`src/rtl/mips_pkg.sv`:
```
// mips_pkg: register-file widths, zero-register index and index type shared by reg_file_2r1w and reg_scoreboard
package mips_pkg;
  localparam int DATA_W = 32;
  localparam int ADDR_W = 5;
  localparam int DEPTH = 2 ** ADDR_W;
  typedef logic [ADDR_W-1:0] reg_idx_t;
  localparam reg_idx_t REG_ZERO = '0;
endpackage

```
`src/rtl/reg_scoreboard.sv`:
```
// reg_scoreboard: DEPTH busy bits, set by issue (set wins) and cleared by writeback, with two lookups; ports clk/reset, set_en/set_addr, clr_en/clr_addr, addr_a/addr_b -> busy_a/busy_b
module reg_scoreboard
  import mips_pkg::*;
(
  input  logic              clk,
  input  logic              reset,
  input  logic              set_en,
  input  logic [ADDR_W-1:0] set_addr,
  input  logic              clr_en,
  input  logic [ADDR_W-1:0] clr_addr,
  input  logic [ADDR_W-1:0] addr_a,
  input  logic [ADDR_W-1:0] addr_b,
  output logic              busy_a,
  output logic              busy_b
);
  logic [DEPTH-1:0] busy, set_m, clr_m;
  always_comb begin
    set_m = (set_en && set_addr != REG_ZERO) ? DEPTH'(1) << set_addr : '0;
    clr_m = clr_en ? DEPTH'(1) << clr_addr : '0;
    busy_a = busy[addr_a];
    busy_b = busy[addr_b];
  end
  always_ff @(posedge clk or posedge reset)
    if (reset) busy <= '0;
    else busy <= (busy & ~clr_m) | set_m;
endmodule

```
`src/rtl/reg_file_2r1w.sv`:
```
// reg_file_2r1w: MIPS 2-read/1-write register file with busy scoreboard and stall; ports clk/reset, rd_req/rd_addr_a/rd_addr_b -> rd_stall/rd_valid/rd_data_a/rd_data_b, iss_en/iss_addr, wb_en/wb_addr/wb_data; REGFILE_BYPASS_EN enables writeback write-through
module reg_file_2r1w
  import mips_pkg::*;
(
  input  logic              clk,
  input  logic              reset,
  input  logic              rd_req,
  input  logic [ADDR_W-1:0] rd_addr_a,
  input  logic [ADDR_W-1:0] rd_addr_b,
  output logic              rd_stall,
  output logic              rd_valid,
  output logic [DATA_W-1:0] rd_data_a,
  output logic [DATA_W-1:0] rd_data_b,
  input  logic              iss_en,
  input  logic [ADDR_W-1:0] iss_addr,
  input  logic              wb_en,
  input  logic [ADDR_W-1:0] wb_addr,
  input  logic [DATA_W-1:0] wb_data
);
  logic [DATA_W-1:0] mem [DEPTH];
  logic [DATA_W-1:0] op_a, op_b;
  logic busy_a, busy_b, byp_a, byp_b, haz_a, haz_b, acc;
  reg_scoreboard u_sb (
    .clk      (clk),
    .reset    (reset),
    .set_en   (iss_en),
    .set_addr (iss_addr),
    .clr_en   (wb_en),
    .clr_addr (wb_addr),
    .addr_a   (rd_addr_a),
    .addr_b   (rd_addr_b),
    .busy_a   (busy_a),
    .busy_b   (busy_b)
  );
`ifdef REGFILE_BYPASS_EN
  assign byp_a = wb_en && wb_addr == rd_addr_a && rd_addr_a != REG_ZERO;
  assign byp_b = wb_en && wb_addr == rd_addr_b && rd_addr_b != REG_ZERO;
`else
  assign byp_a = 1'b0;
  assign byp_b = 1'b0;
`endif
  always_comb begin
    haz_a = busy_a && rd_addr_a != REG_ZERO && !byp_a;
    haz_b = busy_b && rd_addr_b != REG_ZERO && !byp_b;
    rd_stall = rd_req && (haz_a || haz_b);
    acc = rd_req && !rd_stall;
    op_a = byp_a ? wb_data : mem[rd_addr_a];
    op_b = byp_b ? wb_data : mem[rd_addr_b];
  end
  always_ff @(posedge clk or posedge reset)
    if (reset) begin
      for (int i = 0; i < DEPTH; i++) mem[i] <= '0;
      rd_valid <= 1'b0;
      rd_data_a <= '0;
      rd_data_b <= '0;
    end else begin
      if (wb_en && wb_addr != REG_ZERO) mem[wb_addr] <= wb_data;
      rd_valid <= acc;
      if (acc) begin
        rd_data_a <= op_a;
        rd_data_b <= op_b;
      end
    end
endmodule
```
`config.mk`:
```
export PLATFORM = sky130hd
export DESIGN_NAME = reg_file_2r1w
export DESIGN_NICKNAME = d
export VERILOG_FILES = /design/src/rtl/mips_pkg.sv /design/src/rtl/reg_scoreboard.sv /design/src/rtl/reg_file_2r1w.sv
export SDC_FILE = /design/constraint.sdc
export NUM_CORES = 2
export LEC_CHECK = 0
export CAP_MARGIN = 25
export CORE_MARGIN = 2
export CORE_UTILIZATION = 45
export DETAILED_ROUTE_END_ITERATION = 6
export RECOVER_POWER = 25
export SLEW_MARGIN = 25
export SYNTH_ARGS = -nofsm -noshare
export SYNTH_HDL_FRONTEND = slang
export SYNTH_SLANG_ARGS = --single-unit
```
`constraint.sdc`:
```
create_clock -name clk -period 125.2 [get_ports clk]
set_input_delay 31.3 -clock clk [delete_from_list [all_inputs] [get_ports clk]]
set_output_delay 31.3 -clock clk [all_outputs]
set_load 0.05 [all_outputs]
```
# After elaboration in Yosys (flattened, before gate mapping)
# Cells that the tools add are included.
# word_totals
regBits,1121
input_bits,57
# op_classes
n_lt_le_gt_ge,6
n_shift,2
muxes,15
bitwise,6
reduce_logical,13
# op_table
op,count
bitwise mux 1024 bit,1
binary-select mux 32 bit (select 5 bit),2
2-to-1 mux 32 bit,7
demux 32 bit (select 5 bit),1
left shift 1 x 5 -> 32 bit (first input constant),2
AND 32 bit,1
inverter 32 bit,1
OR 32 bit,1
nonzero test 5 bit,4
>= comparator 6 bit (second input constant),3
inverter 5 -> 6 bit,3
less-than comparator 5 x 6 -> 1 bit (second input constant),2
binary-select mux 1 bit (select 5 bit),2
logical AND 1 bit,7
less-than comparator 6 x 1 -> 1 bit (second input constant),1
2-to-1 mux 1 bit,2
zero test 1 bit,1
logical OR 1 bit,1

# Logic depth before layout (Yosys ltp)
# logic_depth
ltp_word,7
mapped_depth,10
depth_no_buf,6

# By module
# From an unflattened synthesis, not the netlist that was laid out.
# hier_totals
hier_cells,4717
hier_area_um2,59897.4
# by_module_without_submodules
mod,n_inst,cells_per_inst,area_each_um2,seq_area_each_um2
reg_file_2r1w,1,4494,57865.5,27251.1
reg_scoreboard,1,223,2031.9,800.8

# Worst setup path before layout
# Ideal clock, no wire load.
# synth_path
path_kind,input port to output port
start,input rd_addr_b[0]
end,output rd_stall
arrival_time_ns,33.371
t_required_ns,93.900
slack_ns,60.529
path_stages,8
path_buffers,2
path_cell_list,buf_4 > mux4_2 > inv_1 > a2111oi_0 > nor4_2 > buf_4 > and2_1 > nor2b_1
# synth_via
elab_chain_cells,5
elab_cells_between_ends,6
cone_classes,mux (2); reduce/logical (4)
# synth_lines
element,line_no,rtl
start: declaration,reg_file_2r1w.sv:9,"input logic [ADDR_W-1:0] rd_addr_b,"
binary-select mux 1 bit (select 5 bit),reg_scoreboard.sv:21,busy_b = busy[addr_b];
2-to-1 mux 1 bit (not written as such),reg_scoreboard.sv:21,
logical AND 1 bit (*),reg_file_2r1w.sv:44,haz_b = busy_b && rd_addr_b != REG_ZERO && !byp_b;
logical OR 1 bit (*),reg_file_2r1w.sv:45,rd_stall = rd_req && (haz_a || haz_b);
logical AND 1 bit (*),reg_file_2r1w.sv:45,
end: declaration,reg_file_2r1w.sv:10,"output logic rd_stall,"
# Mark *: on every way between the ends. The rest lies on a longest branch, timed or not. The select of a mux whose other input is x is not followed.

# Final worst setup path
# Same ends and word-level chain as after synthesis.

==> impl_summary.txt <==
----------------------------------------------------
[Route]
  Violation count after the first detailed-routing iteration ... between 2000 and 3000
  Post-detailed-route wirelength per cell ... roughly 32 um
  Number of routed nets with antenna violations ... 0
  Router iterations before antenna repair ... 5
  Total Routed Length ... 173.9 mm
  Detailed-route via count ... ~35000
  # DRC ... 0
  Detail-routed via count per cell ... 6.407

[STA]
  Final hold vios ... 0
  Total Neg Setup Slack ... 0 ps
  Measured slew at the worst slew-check pin ... approximately 8000 ps
  Upper clock frequency limit ... between 0.01 and 0.015 GHz
  Max-slew violation total from the final report ... 530
  Final setup margin ... 58490 ps
  Tcrit/Tclk final ... 0.5328
  RSZ-0062 raised after global routing ... no
  Finish-stage setup viols ... 0
  Slew HR ... -4.356
  Final Skew ... around 22 ps
  Min Clock Period, post-route ... ~67000 ps

[Global route]
  Number of global-route vias before repair ... 36070
  Wire length of the first global-routing pass ... between 200 and 300 mm
  Global routing usage summed across all routing layers ... 0.2674
  Largest net degree at the start of global routing ... 148
  Total global routing overflow ... 0
  Initial antenna violation count ... 8

[Clocking]
  # resized after CTS ... 0
  Buffer count from post-CTS setup fixing ... 0
  Count of clock tree sinks ... ~1100
  Buffer type at the clock tree root ... clkbuf_16
  H-tree depth ... 4
  Clock buffers created by TritonCTS ... ~130
  Clock tree from TritonCTS ... done
  Buffers from clock root to sink, at most ... 3
  CTS hold repair buffers ... 0
  Clock transition at path regs ... 50 ps
  Insertion delay of the later-clocked pin in the worst-skew pair ... 770 ps

[Die]
  Width of the chip ... roughly 360 um
  Chip Height ... 365.0 um
  CORE AREA ... 129500 um^2
  Starting Density ... 0.4528
  Area of the die ... roughly 130000 um^2
  # IOs ... 123
  Number of rows created at floorplan ... 132

[Worst hold path]
  Path class of the lowest-slack min-delay path ... flip-flop to flip-flop
  Hold-critical path depth ... 0

[Finish]
  Final cell area excluding filler cells ... ~65000 um^2
  Layout area overhead ... 11.21%
  Core utilization of the finished layout ... 0.5036
  Non-filler cells, final ... around 5400
  Share of post-route cells with drive strength above 1 ... 0.5247
  Nets@finish ... between 3000 and 4000

[Synthesis]
  Syn_nets ... between 3000 and 4000
  Top cells by area, synth ... dfrtp_1, mux4_2, mux2_2, mux2i_1, clkbuf_1
  Average cell area after synthesis ... between 15 and 20 um^2
  Number of flops mapped to enable cells by yosys ... 0
  Most area-hungry cell type in the Yosys netlist ... dfrtp_1
  Share of flip-flops with an asynchronous set or reset after synthesis ... 1.000
  Number of warnings printed during yosys synthesis ... 0
  Area share of the leading cell type in the synthesized netlist ... 0.4785
  Most common cell in the synthesized netlist ... dfrtp_1
  Most common library cells after synthesis ... dfrtp_1, mux2_2, mux4_2
  Total standard cell area after synthesis ... approximately 59000 um^2
  Syn Inst Count ... roughly 3700
  Proportion of synthesized chip area in sequential cells ... 0.4785
  Post-synthesis cell type count ... 38
  Top flip-flop cell by instance count after synthesis ... dfrtp_1
  FF+latch count, synth ... about 1100

[Critical path]
  Data arrival time of the critical path ... 35410 ps
  Worst r2r path cells ... 8
  Worst setup SP type ... input port
  Crit end category ... primary output
  CP Max Fanout ... 70
  Kind of critical path ... input port to primary output
  CP required ... around 94000 ps

[Power and ir drop]
  Clk pwr share ... 0.342
  Internal portion of total power ... around 0.00082 W
  Sw Ratio ... 0.2862
  Worst IR Drop VDD ... approximately 12 uV
  Sequential fraction of design power ... 0.428
  Portion of total power attributed to combinational logic ... 0.230
  Net Switching ... ~0.00033 W
  Pwr per Cell Area ... ~18 nW/um^2
  Leakage ... 27.95 nW

[Placed design]
  Instance area at placement ... ~60000 um^2
  Post-placement worst setup slack ... between 50000 and 60000 ps
  Total placed cells including tap cells ... about 5200
  Port Buffer Count ... 122
  RD Place Congestion ... ~0.79
  HPWL reported at the end of detailed placement ... 92.12 mm

[Run]
  Number of max-capacitance violations reported ... 6

[Outcome]
  Violations in the final reports ... max-capacitance violations, max-slew violations
  Run status ... finished with violations

----------------------------------------------------
[power by group through the flow]
stage | clock, W | combinational [W] | sequential (W)
after detailed placement | 0 | 0.000266 | 0.000495
after global placement | 0 | 0.000261 | 0.000491
after floorplan | 0 | 0.000176 | 0.000508
after global routing | 0.000414 | 0.000281 | 0.000500
after CTS | 0.000399 | 0.000266 | 0.000489
final | 0.000391 | 0.000263 | 0.000489
[logic make-up after synthesis]
kind of cell / Yosys count / share of synthesized area
flip-flops: 1121 / 0.4785
AND/OR/NAND/NOR: 87 / 0.008024
multiplexers: 1842 / 0.4612
buffers and inverters: 420 / 0.03304
AO/OA/AOI/OAI: 190 / 0.01929
[registers in the layout, indices dropped and copies added, names as in the netlist]
name / cells
rd_data_b: 32
u_sb.busy: 32
rd_data_a: 32
mem: 1024
rd_valid: 1
[worst paths after layout]
| check | start | to | slack, ps |
|---|---|---|---|
| min in group asynchronous | reset | mem[961] | 32760 |
| max in group asynchronous | reset | mem[207] | 82710 |
| max reg2reg | u_sb.busy[2] | rd_data_b[10] | 122060 |
| min | mem[1016] | mem[1016] | 390 |
| min reg2reg | mem[1016] | mem[1016] | 390 |
| max | rd_addr_b[0] | rd_stall | 58490 |
[critical path, stage by stage]
cell and delay [ps]:
buf_8 600, buf_4 820, mux4_2 380, inv_1 50
a2111oi_0 770, nor4_4 60, buf_4 250, and2_1 160
nor2b_1 100, clkdlybuf4s50_1 800
[cell type report]
cell class                 instances  area (um^2)
sequential                      1121        28050
multi-input combinational       2119        28890
fill                           10940        64280
antenna                            3        7.507
inverter                           3        12.51
clock inverter                    32        387.9
timing repair buffer             190         1689
clock buffer                     198         3980
tap                             1742         2180
[placed cells by master (no fill, tap or decap), drive strengths merged, types with 4 or more instances in the layout]
cell type | netlist | routed
a21oi | 65 | 65
a22o | 15 | 15
a31oi | 64 | 64
and3 | 4 | 4
buf | 207 | 104
bufinv | 0 | 8
clkbuf | 210 | 203
clkdlybuf4s50 | 0 | 79
clkinv | 0 | 19
dfrtp | 1121 | 1121
inv | 3 | 5
mux2 | 994 | 994
mux2i | 260 | 260
mux4 | 588 | 588
nand2 | 19 | 19
nand2b | 4 | 4
nand3 | 4 | 4
nand3b | 8 | 8
nor2 | 21 | 21
nor2b | 7 | 7
nor3b | 9 | 9
o21ai | 32 | 32
[metrics by stage]
step / power (W) / hold WS, ps
after floorplan: 0.0006839 / 441.3
after detailed placement: 0.0007602 / 382.1
after global placement: 0.0007524 / 377.2
after CTS: 0.001153 / 396.0
after global routing: 0.001194 / 406.8
final: 0.001143 / 391.9
[per-layer routing]
metal | wire (um) | track usage
met1 | 74150 | 0.3642
met2 | 85420 | 0.4381
met3 | 9527 | 0.04949
met4 | 4790 | 0.08045
met5 | 13 | 0
Power figures use the tool's default switching activity.
